<file path="src/rtl/moore_fsm_pkg.sv">
// Shared definitions for the serial pattern detectors: state encoding, parameter limits,
// state-width helper and the prefix/suffix match test used by the next-state logic.
package moore_fsm_pkg;

    localparam int MAX_LEN   = 16;
    localparam int MIN_LEN   = 2;
    localparam int MAX_CNT_W = 32;
    localparam int MIN_CNT_W = 1;
    localparam int SW_MAX    = 5;

    // State index k = number of pattern prefix bits currently matched.
    typedef enum logic [SW_MAX-1:0] {
        S0,  S1,  S2,  S3,  S4,  S5,  S6,  S7,  S8,
        S9,  S10, S11, S12, S13, S14, S15, S16
    } st_t;

    function automatic int sw(input int len);
        return $clog2(len + 1);
    endfunction

    // hist[0] is the bit received just before x. pat is left-aligned: pat[MAX_LEN-1] is
    // the first pattern bit. True when the last k bits (ending with x) equal the k-bit prefix.
    function automatic logic pfx_match(input logic [MAX_LEN-2:0] hist,
                                       input logic               x,
                                       input logic [MAX_LEN-1:0] pat,
                                       input int                 k);
        logic [MAX_LEN-1:0] win;
        logic [MAX_LEN-1:0] pfx;
        logic [MAX_LEN-1:0] mask;
        win  = {hist, x};
        pfx  = pat >> (MAX_LEN - k);
        mask = ~({MAX_LEN{1'b1}} << k);
        if (k < 1 || k > MAX_LEN) begin
            return 1'b0;
        end
        return ((win ^ pfx) & mask) == '0;
    endfunction

endpackage

</file>
<file path="src/rtl/sat_counter.sv">
// Saturating up-counter: holds at all-ones instead of wrapping; clear beats increment.
// Count updates one cycle after inc/clr; sat is a pure decode of the count.
module sat_counter #(
    parameter int W = 8
) (
    input  logic         Clk,
    input  logic         Reset,
    input  logic         inc,
    input  logic         clr,
    output logic [W-1:0] count,
    output logic         sat
);

    assign sat = &count;

    always_ff @(posedge Clk) begin
        if (Reset || clr) begin
            count <= '0;
        end else if (inc && !sat) begin
            count <= count + W'(1);
        end
    end

endmodule

</file>
<file path="src/rtl/moore_pattern_fsm.sv">
// Moore serial detector: outp is high while the last PAT_LEN enabled bits equal a loadable pattern.
// outp rises the cycle after the completing bit; En=0 freezes state, history and counting.
module moore_pattern_fsm
    import moore_fsm_pkg::*;
#(
    parameter int                 PAT_LEN = 4,
    parameter logic [PAT_LEN-1:0] PATTERN = 4'b1011,
    parameter int                 CNT_W   = 8
) (
    input  logic                    Clk,
    input  logic                    Reset,
    input  logic                    En,
    input  logic                    X,
    input  logic                    Pat_Load,
    input  logic [PAT_LEN-1:0]      Pat_In,
    input  logic                    Overlap,
    input  logic                    Cnt_Clr,
    output logic                    outp,
    output logic [sw(PAT_LEN)-1:0]  Estado_Salida,
    output logic [CNT_W-1:0]        Match_Count,
    output logic                    Cnt_Sat
);

    localparam int  SW      = sw(PAT_LEN);
    localparam st_t S_MATCH = st_t'(SW_MAX'(PAT_LEN));

    st_t                state;
    st_t                state_nxt;
    logic [PAT_LEN-1:0] pattern;
    logic [PAT_LEN-2:0] hist;
    logic [MAX_LEN-2:0] hist_ext;
    logic [MAX_LEN-1:0] pat_al;
    logic               cnt_inc;
    int                 limit;
    int                 nxt_k;

    always_ff @(posedge Clk) begin
        if (Reset) begin
            state <= S0;
        end else if (Pat_Load) begin
            state <= S0;
        end else if (En) begin
            state <= state_nxt;
        end
    end

    always_ff @(posedge Clk) begin
        if (Reset) begin
            pattern <= PATTERN;
            hist    <= '0;
        end else if (Pat_Load) begin
            pattern <= Pat_In;
            hist    <= '0;
        end else if (En) begin
            hist    <= (PAT_LEN-1)'({hist, X});
        end
    end

    // Longest pattern prefix that is a suffix of the received stream, never longer than
    // state+1; leaving S_MATCH without overlap only the new bit may start a fresh match.
    always_comb begin
        hist_ext                     = '0;
        hist_ext[PAT_LEN-2:0]        = hist;
        pat_al                       = '0;
        pat_al[MAX_LEN-1 -: PAT_LEN] = pattern;
        if (state == S_MATCH) begin
            limit = Overlap ? PAT_LEN : 1;
        end else begin
            limit = int'(state) + 1;
        end
        nxt_k = 0;
        for (int k = 1; k <= MAX_LEN; k++) begin
            if (k <= limit && pfx_match(hist_ext, X, pat_al, k)) begin
                nxt_k = k;
            end
        end
        state_nxt = st_t'(SW_MAX'(nxt_k));
    end

    assign outp          = (state == S_MATCH);
    assign Estado_Salida = SW'(state);
    assign cnt_inc       = En && !Pat_Load && (state_nxt == S_MATCH);

    sat_counter #(
        .W (CNT_W)
    ) u_match_cnt (
        .Clk   (Clk),
        .Reset (Reset),
        .inc   (cnt_inc),
        .clr   (Cnt_Clr),
        .count (Match_Count),
        .sat   (Cnt_Sat)
    );

endmodule
</file>
<file path="config.mk">
export PLATFORM = sky130hd
export DESIGN_NAME = moore_pattern_fsm
export DESIGN_NICKNAME = d
export VERILOG_FILES = /design/src/rtl/moore_fsm_pkg.sv /design/src/rtl/sat_counter.sv /design/src/rtl/moore_pattern_fsm.sv
export SDC_FILE = /design/constraint.sdc
export NUM_CORES = 1
export LEC_CHECK = 0
export CELL_PAD_IN_SITES_DETAIL_PLACEMENT = 1
export CELL_PAD_IN_SITES_GLOBAL_PLACEMENT = 2
export CORE_MARGIN = 4
export CORE_UTILIZATION = 31
export DETAILED_ROUTE_END_ITERATION = 12
export PLACE_DENSITY_LB_ADDON = 0.05
export SLEW_MARGIN = 20
export SYNTH_ARGS = -nofsm -noshare
export SYNTH_HDL_FRONTEND = slang
export SYNTH_SLANG_ARGS = --single-unit
</file>
<file path="constraint.sdc">
create_clock -name Clk -period 3.91 [get_ports Clk]
set_clock_uncertainty 0.05 [all_clocks]
set_input_delay 0.782 -clock Clk [delete_from_list [all_inputs] [get_ports Clk]]
set_output_delay 0.782 -clock Clk [all_outputs]
set_load 0.005 [all_outputs]
</file>
# [Word level (Yosys, flattened, before mapping)]
# Index checks and enable logic that the tools add are counted.
[totals] reg_bits=20 input_bits=11 elab_cells=98
[op_classes] addsub=2 n_lt_le_gt_ge=16 n_eq_ne=2 muxes=18 bitwise=16 n_reduce_logical=40
[ops] cell="$logic_not A16 Y1" count=16
[ops] cell="$le A4 B32 Y1 const A" count=4
[ops] cell="$le A3 B32 Y1 const A" count=2
[ops] cell="$le A4 B6 Y1 const A" count=7
[ops] cell="$le A2 B32 Y1 const A" count=1
[ops] cell="$le A5 B32 Y1 const A" count=1
[ops] cell="$mux W4" count=8
[ops] cell="$logic_and A1 B1 Y1" count=19
[ops] cell="$xor A4 B16 Y16" count=1
[ops] cell="$mux W3" count=5
[ops] cell="$xor A4 B15 Y15" count=1
[ops] cell="$xor A4 B14 Y14" count=1
[ops] cell="$xor A4 B13 Y13" count=1
[ops] cell="$xor A4 B12 Y12" count=1
[ops] cell="$xor A4 B11 Y11" count=1
[ops] cell="$eq A5 B3 Y1 const B" count=2
[ops] cell="$xor A4 B10 Y10" count=1
[ops] cell="$xor A4 B9 Y9" count=1
[ops] cell="$add A8 B1 Y8 const B" count=1
[ops] cell="$reduce_and A8 Y1" count=1
[ops] cell="$xor A4 B8 Y8" count=1
[ops] cell="$xor A4 B7 Y7" count=1
[ops] cell="$add A5 B1 Y6 const B" count=1
[ops] cell="$le A5 B6 Y1 const A" count=1
[ops] cell="13 further kinds" count=15

# [Depth between registers and ports, before layout]
# Gate-level depths: netlist of run 1.
[depth] ltp_word=23 ltp_mapped=9 ltp_nobuf=9

# [Cells and area by module]
# Synthesis of run 1 repeated with hierarchy kept, for this count alone.
[unflattened] hier_cells=212 hier_area_um2=1644.1
[by_module_without_submodules] mod="moore_pattern_fsm" n_inst=1 cells_each=163 area_each_um2=1218.7
[by_module_without_submodules] mod="sat_counter" n_inst=1 cells_each=49 area_each_um2=425.4

# [Worst setup path after synthesis of run 1]
# OpenSTA, ideal clock, no wires.
[synth_path] path_kind="in2reg" from="in X" to="reg state[0]" setup_ns=0.070 arrival_time_ns=2.909 t_required_ns=3.790 setup_slack_ns=0.881 stages=9 path_cell_list="buf_2 -> or4_4 -> or4_4 -> buf_6 -> a211oi_4 -> nand2_2 -> a2111oi_2 -> nor3_1 -> a21oi_1"
[synth_via] elab_chain_cells=19 elab_cells_between_ends=64 cone_classes="mux: 16; bitwise: 16; reduce/logical: 32"
[synth_lines] element="start: declaration" line="moore_pattern_fsm.sv:13" source="input logic X,"
[synth_lines] element="$xor A1 B1 Y1" line="moore_fsm_pkg.sv:36" source="return ((win ^ pfx) & mask) == '0;"
[synth_lines] element="$logic_not A16 Y1" line="moore_fsm_pkg.sv:36"
[synth_lines] element="$logic_and A1 B1 Y1" line="moore_pattern_fsm.sv:73" source="if (k <= limit && pfx_match(hist_ext, X, pat_al, k)) begin"
[synth_lines] element="$mux W1" line="moore_pattern_fsm.sv:73"
[synth_lines] element="$mux W2 (2 in a row)" line="moore_pattern_fsm.sv:73"
[synth_lines] element="$mux W3 (4 in a row)" line="moore_pattern_fsm.sv:73"
[synth_lines] element="$mux W4 (8 in a row)" line="moore_pattern_fsm.sv:73"
[synth_lines] element="$mux W5 *" line="moore_pattern_fsm.sv:73"
[synth_lines] element="end signal: assignment" line="moore_pattern_fsm.sv:43" source="state <= state_nxt;"
[synth_lines] element="end: declaration" line="moore_pattern_fsm.sv:27" source="st_t state;"
# Every way passes the cells marked *; elsewhere a longest branch is shown, timed or not.
# A chain may end at the register's enable or synchronous reset.

# [Worst setup path in the final report of run 1]
# Ends and elaborated chain as after synthesis.

==> results of run 1 <==
layout by cell type, fill, tap and decap left out, types with 3 or more instances in the layout:
master	Yosys	routed
a31oi_1	3	3
a21oi_1	9	9
dfxtp_1	20	20
mux2i_1	9	9
xor2_1	6	6
nand3_1	6	6
o211ai_1	4	4
clkdlybuf4s50_1	0	23
ha_1	3	3
xnor2_1	11	11
or3_1	4	4
o31ai_1	3	3
o21ai_0	4	4
nor2b_1	7	7
nand4_1	3	3
nand2_1	18	18
nor3_1	11	11
inv_1	4	4
a211o_1	4	4
clkbuf_8	0	3
nor2_1	14	14
state kept, by name, summed over array words and instances, names as in the netlist:
name and cells:
u_match_cnt.count 8, state 5, pattern 4, hist 3
cell families (layout without fill, tap and decap cells):
logic type / Yosys count / in the layout / synth area share [%]
buffers and inverters: 21 / 31 / 7.03
flip-flops: 20 / 20 / 25.3
AO/OA/AOI/OAI: 43 / 43 / 20.6
AND/OR/NAND/NOR: 83 / 83 / 28.9
adder cells (fa/ha/maj): 3 / 3 / 2.37
multiplexers: 10 / 10 / 6.40
XOR/XNOR: 17 / 17 / 9.40
per-stage QoR:
stage                     util (%)  instance area (sq um)
after global placement        37.3                   1810
after global routing          38.2                   1850
after CTS                     38.2                   1850
after detailed placement      37.3                   1810
final                         38.2                   1850
after floorplan                  -                   1580
where the power goes:
group          leakage, uW  internal, uW  switching (uW)
clock network    0.0000216          68.8            71.4
registers         0.000162           208            9.91
logic             0.000425          34.4            32.2
metal layers:
metal | up-vias | track usage (%) | wire [microns]
li1 | 735 | - | -
met1 | 735 | 19.0 | 2140
met2 | 44 | 26.8 | 2230
met3 | 10 | 2.71 | 169
met4 | 0 | 3.78 | 69
met5 | - | 0 | 0
cell usage after synthesis (2+ instances only):
| library cell | count | area, sq um |
|---|---|---|
| clkbuf_1 | 6 | 22.5 |
| nor3b_1 | 2 | 15.0 |
| a211o_1 | 4 | 35.0 |
| nor3_1 | 11 | 55.1 |
| xnor2_1 | 11 | 96.3 |
| xor2_1 | 6 | 52.6 |
| nand3_1 | 6 | 30.0 |
| and4_1 | 2 | 17.5 |
| buf_4 | 4 | 30.0 |
| nor2_1 | 14 | 52.6 |
| nand4_1 | 3 | 18.8 |
| ha_1 | 3 | 37.5 |
| or3b_2 | 2 | 17.5 |
| a31oi_1 | 3 | 18.8 |
| a211oi_1 | 2 | 15.0 |
| or3_1 | 4 | 25.0 |
| or2_2 | 2 | 12.5 |
| o21ai_0 | 4 | 20.0 |
| nor2b_1 | 7 | 43.8 |
| buf_6 | 2 | 22.5 |
| nand2_1 | 18 | 67.6 |
| mux2i_1 | 9 | 90.1 |
| o31ai_1 | 3 | 22.5 |
| dfxtp_1 | 20 | 400 |
| nand2b_1 | 2 | 12.5 |
| inv_1 | 4 | 15.0 |
| o211ai_1 | 4 | 30.0 |
| buf_1 | 3 | 11.3 |
| or4_4 | 2 | 22.5 |
| a31o_2 | 2 | 17.5 |
| buf_2 | 2 | 10.0 |
| a21oi_1 | 9 | 45.0 |
path summary, 6_finish.rpt:
| kind | startpoint | endpoint | slack [ps] | depth (start not counted) |
|---|---|---|---|---|
| setup / recovery | X | state[0] | 590 | 8 |
| hold / removal | u_match_cnt.count[5] | u_match_cnt.count[5] | 460 | 2 |
| setup reg to reg | state[0] | u_match_cnt.count[7] | 670 | 8 |
| hold reg to reg | u_match_cnt.count[5] | u_match_cnt.count[5] | 460 | 2 |
worst max-delay path, stage by stage:
cell	delay (ps)
clkdlybuf4s50_1	570
or4_4	560
or4_4	560
a211oi_4	350
nand2_2	90
a2111oi_2	350
nor3_1	80
a21oi_1	120
final cells by class:
class                   instances  area, sq um
inverters                       4         15.0
clock buffers                   3         41.3
well taps                      67         83.8
multi-input cells             156         1070
repair buffers                 24          238
flip-flops and latches         20          400
fillers                       583         3000
==> flow_summary.json, run 1 <==
{
  "final_hold_viol_count": 0,
  "path_clk_slew_ps": 80,
  "min_path_type": "register to register",
  "io_buffers": 23,
  "setup_violations": 0,
  "via_per_inst": 5.56,
  "dp_hpwl_microns": 3600,
  "wl_microns": 4610,
  "antenna_found_initial": 0,
  "setup.worst_path.start_class": "input pin",
  "tns_ps": 0,
  "synth_fp_nets": 211,
  "ios": 24,
  "max_freq_ghz": 0.301,
  "setup_slack_ps": 593,
  "cts.sinks": 20,
  "avgSynthCellArea_sq_um": 8.04,
  "synth_cell_types": 53,
  "path_class": "input pin to register",
  "cts_tree": "yes",
  "run_status": "complete, no violations",
  "holdWs_ps": 461,
  "syn_area_sq_um": 1580,
  "drcViolationCount": 0,
  "die-area_sq_um": 6320,
  "ir_drop_mv": 0.139,
  "die_w_microns": 79.5,
  "cts_buffer_depth": 2,
  "diodes": 0,
  "post-cts-setup-buffers": 0,
  "yosysWarningCount": 0,
  "grt_pass1_vias": 1582,
  "tightest_slew_ps": 592,
  "die_height_microns": 79.5,
  "syn_inst": 197,
  "end_kind": "register",
  "yosys_register_bits": 20,
  "dr.first_iter.drc_count": 51,
  "layout-drive-gt1-share_pct": 8.70,
  "cts_buffers": 3,
  "p_leak_uw": 0.000609,
  "htreeDepth": 1,
  "finalNonFillerCells": 274,
  "coreArea_sq_um": 4850,
  "detail-route-antenna-nets": 0,
  "post-route-min-period_ps": 3320,
  "clk_latency_ps": 260,
  "rows": 25,
  "grt_pass1_wl_microns": 7730,
  "yosysSeqAreaShare_pct": 25.3,
  "grt_max_degree": 15,
  "powerDensity_nw_per_um2": 229,
  "crit_arrival_ps": 3460,
  "start_util_pct": 32.7,
  "critPathMaxFanout": 7,
  "maxSlewViolCount": 0,
  "syn_to_final_growth_pct": 16.8,
  "cts_hold_buf": 0,
  "power_uw": 424,
  "cts_resized": 0,
  "gr-total-overflow": 0,
  "grt_setup_unrepaired": "false",
  "dp.cells": 271,
  "drt_first_pass_iters": 4,
  "routedWlPerCell_microns": 16.8,
  "ys.flop_type": "dfxtp_1",
  "fin_nets": 223,
  "gp_congestion": 0.885,
  "cts_root_buf": "clkbuf_8",
  "groute.usage.overall_pct": 15.2,
  "route.vias.total": 1524,
  "synth_edf_count": 0,
  "slew_headroom_pct": 60.0,
  "place_ws_ps": 332,
  "period_share_pct": 84.8,
  "async_flop_share_pct": 0,
  "worstPathRequired_ps": 4060,
  "maxCapViolations": 0
}
No activity file was read; power rests on OpenSTA's default activity.
==> run 2, diff against run 1 <==
==> constraint.sdc (replaced) <==
create_clock -name Clk -period 3.47 [get_ports Clk]
set_clock_uncertainty 0.05 [all_clocks]
set_input_delay 0.694 -clock Clk [delete_from_list [all_inputs] [get_ports Clk]]
set_output_delay 0.694 -clock Clk [all_outputs]
set_load 0.005 [all_outputs]
==> flow_summary.json, run 2 (synthesis results as in run 1) <==
{
  "run_status": "complete, no violations",
  "setup_violations": 0,
  "cts_buffers": 3,
  "nFillCells": 591,
  "io_buffers": 23,
  "cpPeakStageDelay_ps": 550,
  "grt_setup_unrepaired": "false",
  "dp_hpwl_microns": 3570,
  "r2r-start": "state[0]",
  "powerDensity_nw_per_um2": 264,
  "grt_pass1_vias": 1602,
  "dr.first_iter.drc_count": 80,
  "ios": 24,
  "power_frac_clock_pct": 35.4,
  "syn_to_final_growth_pct": 19.3,
  "fin_nets": 225,
  "start_util_pct": 32.7,
  "worstPathRequired_ps": 3550,
  "cpMaxStageDelayCell": "dfxtp_1",
  "tns_ps": 0,
  "min_path_type": "register to register",
  "end_kind": "register",
  "crit_buf_inv": 0,
  "layout-drive-gt1-share_pct": 10.5,
  "cts_hold_buf": 0,
  "seqCellArea_sq_um": 400,
  "critPathMaxFanout": 9,
  "coreArea_sq_um": 4850,
  "maxCapViolations": 0,
  "ir_drop_mv": 0.148,
  "crit_arrival_ps": 3190,
  "endpoint": "u_match_cnt.count[7]",
  "htreeDepth": 1,
  "cts_root_buf": "clkbuf_8",
  "cts.sinks": 20,
  "r2r_slack_ps": 360,
  "post-route-min-period_ps": 3110,
  "crit_chain": "ha_1 -> nand3_1 -> mux2_2 -> and3_1 -> a21oi_2 -> or3b_2 -> o311ai_0 -> o41ai_1",
  "rows": 25,
  "reg_top3": "u_match_cnt.count x8, state x5, pattern x4",
  "path_class": "register to register",
  "final_hold_viol_count": 0,
  "grt_max_degree": 15,
  "r2r_cells": 8,
  "path_clk_slew_ps": 80,
  "die_height_microns": 79.5,
  "route.vias.total": 1502,
  "via_per_inst": 5.42,
  "multiInputGateArea_sq_um": 1080,
  "grt_pass1_wl_microns": 7780,
  "dp.cells": 273,
  "maxSlewViolCount": 0,
  "startpoint": "state[0]",
  "period_share_pct": 89.7,
  "routedWlPerCell_microns": 16.4,
  "max_freq_ghz": 0.321,
  "tightest_slew_ps": 598,
  "die_w_microns": 79.5,
  "p_sw_share_pct": 24.9,
  "slew_headroom_pct": 59.9,
  "gp_congestion": 0.865,
  "clk_latency_ps": 260,
  "wl_microns": 4530,
  "p_leak_uw": 0.000625,
  "largest_register": "u_match_cnt.count",
  "cts_resized": 0,
  "switching_power_uw": 125,
  "r2r-end": "u_match_cnt.count[7]",
  "final_cell_mix": "clkdlybuf4s50_1 (23), dfxtp_1 (20), nand2_1 (18), nor2_1 (14)",
  "cts_buffer_depth": 2,
  "largest_register_ffs": 8,
  "diodes": 0,
  "die-area_sq_um": 6320,
  "seq_power_share_pct": 49.2,
  "groute.usage.overall_pct": 15.2,
  "p_comb_share_pct": 15.5,
  "setup.worst_path.start_class": "register",
  "post-cts-setup-buffers": 0,
  "cp_top_family": "simple AND/OR/NAND/NOR gates",
  "antenna_found_initial": 0,
  "finalNonFillerCells": 277,
  "detail-route-antenna-nets": 0,
  "drcViolationCount": 0,
  "cp.depth": 8,
  "min_from": "u_match_cnt.count[5]",
  "drt_first_pass_iters": 4,
  "intPower_uw": 375,
  "final_common_cell": "clkdlybuf4s50_1",
  "power_uw": 500,
  "cts_tree": "yes",
  "gr-total-overflow": 0
}
[run 2: cell type report]
type	instances	share of cell area (%)
timing repair buffer	26	13.4
multi-input combinational	156	57.3
inverter	4	0.795
clock buffer	4	2.91
sequential	20	21.2
tap	67	4.44
[run 2: metrics by stage]
step | hold slack [ps] | worst slack, ps | util (%) | cell area, sq um
3_3_place_gp | 434 | 243 | 37.6 | 1820
5_1_grt | 497 | 142 | 39.0 | 1890
2_1_floorplan | 418 | 529 | - | 1580
3_5_place_dp | 436 | 155 | 37.6 | 1820
4_1_cts | 452 | 230 | 38.8 | 1880
6_report | 450 | 358 | 39.0 | 1890
[run 2: power groups by stage]
stage / sequential, uW / combinational [uW] / clock, uW
2_1_floorplan: 241 / 59.6 / 0
3_3_place_gp: 250 / 75.0 / 0
3_5_place_dp: 251 / 77.6 / 0
4_1_cts: 245 / 78.0 / 182
5_1_grt: 247 / 85.7 / 193
6_report: 246 / 77.3 / 177
[run 2: worst min-delay path by stage]
stage,to,cells past startpoint,slack [ps]
finish,u_match_cnt.count[5],2,450
global route,u_match_cnt.count[5],2,500
CTS,u_match_cnt.count[5],2,450
detailed placement,u_match_cnt.count[5],2,440
global placement,u_match_cnt.count[5],2,430
floorplan,u_match_cnt.count[5],2,420
[run 2: per-layer routing]
metal | wire (microns) | part of all wire [%] | vias up | track usage [%]
met1 | 2170 | 48 | 717 | 20.1
met3 | 124 | 2.7 | 10 | 1.47
met5 | 0 | 0 | - | 0
met4 | 91 | 2.0 | 0 | 5.67
li1 | - | - | 741 | -
met2 | 2140 | 47 | 34 | 25.4
[run 2: worst min-delay path: cells and delay by family, from the launching register on]
| family | cells | cell delay [ps] |
|---|---|---|
| flops | 1 | 340 |
| mux | 1 | 60 |
| simple gates | 1 | 60 |
==> run 3, diff against run 2 <==
--- a/config.mk
+++ b/config.mk
@@ -5,6 +5,7 @@
 export SDC_FILE = /design/constraint.sdc
 export NUM_CORES = 1
 export LEC_CHECK = 0
+export ABC_CLOCK_PERIOD_IN_PS = 3470
 export CELL_PAD_IN_SITES_DETAIL_PLACEMENT = 1
 export CELL_PAD_IN_SITES_GLOBAL_PLACEMENT = 2
 export CORE_MARGIN = 4
@@ -14,4 +15,5 @@
 export SLEW_MARGIN = 20
 export SYNTH_ARGS = -nofsm -noshare
 export SYNTH_HDL_FRONTEND = slang
+export SYNTH_HIERARCHICAL = 1
 export SYNTH_SLANG_ARGS = --single-unit
==> flow_summary.json, run 3 <==
{
  "run_status": "complete, no violations",
  "die-area_sq_um": 6530,
  "gp_congestion": 0.780,
  "post-route-min-period_ps": 3260,
  "io_buffers": 23,
  "final_hold_viol_count": 0,
  "crit_path_frequent_cell": "o31a_1",
  "synth.most_common_cell": "nand2_1",
  "cp_top_family": "compound AO/OA/AOI/OAI gates",
  "cts_buffer_depth": 2,
  "grt_pass1_wl_microns": 7780,
  "drt_first_pass_iters": 4,
  "grt_pass1_vias": 1685,
  "cts_root_buf": "clkbuf_8",
  "coreArea_sq_um": 5140,
  "start_util_pct": 32.0,
  "r2r_slack_ps": 210,
  "p_sw_share_pct": 24.8,
  "intPower_uw": 370,
  "cts_tree": "yes",
  "cts.sinks": 20,
  "die_height_microns": 80.8,
  "setup.worst_path.start_class": "register",
  "path_class": "register to register",
  "antenna_found_initial": 0,
  "end_kind": "register",
  "crit_arrival_ps": 3340,
  "drcViolationCount": 0,
  "min_path_type": "register to register",
  "gr-total-overflow": 0,
  "route.vias.total": 1589,
  "rows": 26,
  "cts_buffers": 3,
  "synth_top_cell_area_share_pct": 24.4,
  "period_share_pct": 93.9,
  "netlist_top_cells_count": "nand2_1 (22), nor2_1 (21), dfxtp_1 (20)",
  "final_design_area_no_fill_sq_um": 1970,
  "ios": 24,
  "dp_hpwl_microns": 3680,
  "maxCapViolations": 0,
  "worstPathRequired_ps": 3550,
  "power_uw": 492,
  "clk_latency_ps": 250,
  "crit_chain": "inv_1 -> ha_1 -> nor2b_1 -> or3_1 -> and3_2 -> a31oi_4 -> o21ai_1 -> nor3_1 -> o31a_1 -> nand2_1 -> o31a_1 -> a2111oi_1",
  "fin_nets": 243,
  "avgSynthCellArea_sq_um": 7.76,
  "grt_max_degree": 14,
  "diodes": 0,
  "seq_power_share_pct": 50.1,
  "seqCellArea_sq_um": 403,
  "switching_power_uw": 122,
  "yosysSeqAreaShare_pct": 24.4,
  "reg_top3": "u_match_cnt/count x8, state x5, pattern x4",
  "power_frac_clock_pct": 35.4,
  "async_flop_share_pct": 0,
  "synth_fp_nets": 226,
  "syn_inst": 212,
  "path_clk_slew_ps": 70,
  "detail-route-antenna-nets": 0,
  "max_freq_ghz": 0.307,
  "layout-drive-gt1-share_pct": 11.0,
  "final_common_cell": "clkdlybuf4s50_1",
  "synth_cell_types": 58,
  "via_per_inst": 5.33,
  "tightest_slew_ps": 568,
  "htreeDepth": 1,
  "p_leak_uw": 0.000672,
  "placed_area_sq_um": 1910,
  "largest_register": "u_match_cnt/count",
  "nFillCells": 648,
  "crit_buf_inv": 1,
  "powerDensity_nw_per_um2": 249,
  "routedWlPerCell_microns": 15.3,
  "cpPeakStageDelay_ps": 380,
  "slew_headroom_pct": 62.1,
  "p_comb_share_pct": 14.5,
  "largest_register_ffs": 8,
  "yosys_register_bits": 20,
  "dr.first_iter.drc_count": 60,
  "maxSlewViolCount": 0,
  "syn_area_sq_um": 1640,
  "wl_microns": 4550,
  "netlist_top_cells_area": "dfxtp_1 (24%), mux2i_1 (6.1%), nand2_1 (5.0%), nor2_1 (4.8%), xnor2_1 (4.8%)",
  "synth_edf_count": 0,
  "ir_drop_mv": 0.198,
  "critPathMaxFanout": 6,
  "cpMaxStageDelayCell": "a2111oi_1",
  "groute.usage.overall_pct": 15.0,
  "yosys.area.top_type": "dfxtp_1",
  "syn_to_final_growth_pct": 20.1,
  "setup_violations": 0,
  "final_cell_mix": "clkdlybuf4s50_1 (23), nand2_1 (22), nor2_1 (21), dfxtp_1 (18), inv_1 (11)",
  "die_w_microns": 80.8,
  "yosysWarningCount": 6,
  "ys.flop_type": "dfxtp_1",
  "multiInputGateArea_sq_um": 1120
}
==> run 3: cell types whose count changed after synthesis, moves of 3 or more <==
cell | previous run | this run
a21oi_1 | 9 | 6
o21ai_0 | 4 | 8
nor3_1 | 11 | 4
a211o_1 | 4 | 0
and3_1 | 1 | 4
nor2_1 | 14 | 21
nand2_1 | 18 | 22
clkbuf_1 | 6 | 9
inv_1 | 4 | 11
a2111oi_0 | 0 | 3
nor2b_1 | 7 | 2
==> run 3: worst paths after layout <==
path                                            from                   end  cells past startpoint
worst max-delay path                        state[0]  u_match_cnt/count[6]                     12
worst min-delay path            u_match_cnt/count[1]  u_match_cnt/count[1]                      2
worst max register to register              state[0]  u_match_cnt/count[6]                     12
worst min register to register  u_match_cnt/count[1]  u_match_cnt/count[1]                      2
==> run 3: logic make-up (layout without fill, tap and decap cells) <==
group | Yosys count | after routing | share of synthesized area (%)
and+or+nand+nor | 86 | 86 | 28.1
AOI/OAI and AO/OA | 50 | 50 | 23.4
buffers and inverters | 28 | 44 | 7.84
DFF | 20 | 20 | 24.4
xor gates and xnor gates | 15 | 15 | 7.99
muxes | 10 | 10 | 6.09
adders and majority gates | 3 | 3 | 2.28
==> run 3: power by group through the flow <==
stage	clock network, uW	logic (uW)	registers, uW
after global routing	193	79.4	248
final	174	71.6	247
after CTS	183	72.6	247
after detailed placement	0	72.3	252
after global placement	0	70.8	251
after floorplan	0	55.5	241
==> run 3: cell type report <==
class / instances / area share, %
Timing Repair Buffer: 28 / 13.6
Inverter: 12 / 2.28
Multi-Input combinational cell: 164 / 56.5
Tap cell: 70 / 4.44
Clock buffer: 4 / 2.79
Sequential cell: 20 / 20.4
==> run 3: what timing repair did <==
item / in CTS / in global routing
hold buffers: 0 / 0
buffers inserted: 0 / 1
setup endpoints to repair: 0 / 4
gates resized for setup: 0 / 3
==> run 3: through the flow <==
stage	hold WS, ps	instances	setup slack (ps)	utilization (%)	TNS [ps]
final	468	298	212	38.4	0
after global routing	512	298	-10.0	38.4	-10.0
after CTS	480	297	115	38.2	0
after detailed placement	465	293	-63.3	37.1	-63.3
after global placement	455	293	121	37.1	0
after floorplan	430	212	539	-	0
==> run 3: tightest hold or removal path: stages (launching register included) <==
cell and delay (ps):
dfxtp_1 340, nand2_1 70, mux2i_1 60
==> run 3: layer usage <==
layer / track usage (%) / vias to the layer above / routed length (microns)
met4: 4.39 / 0 / 27
li1: - / 797 / -
met5: 0 / - / 0
met3: 2.22 / 2 / 121
met1: 19.6 / 766 / 2210
met2: 25.6 / 24 / 2190
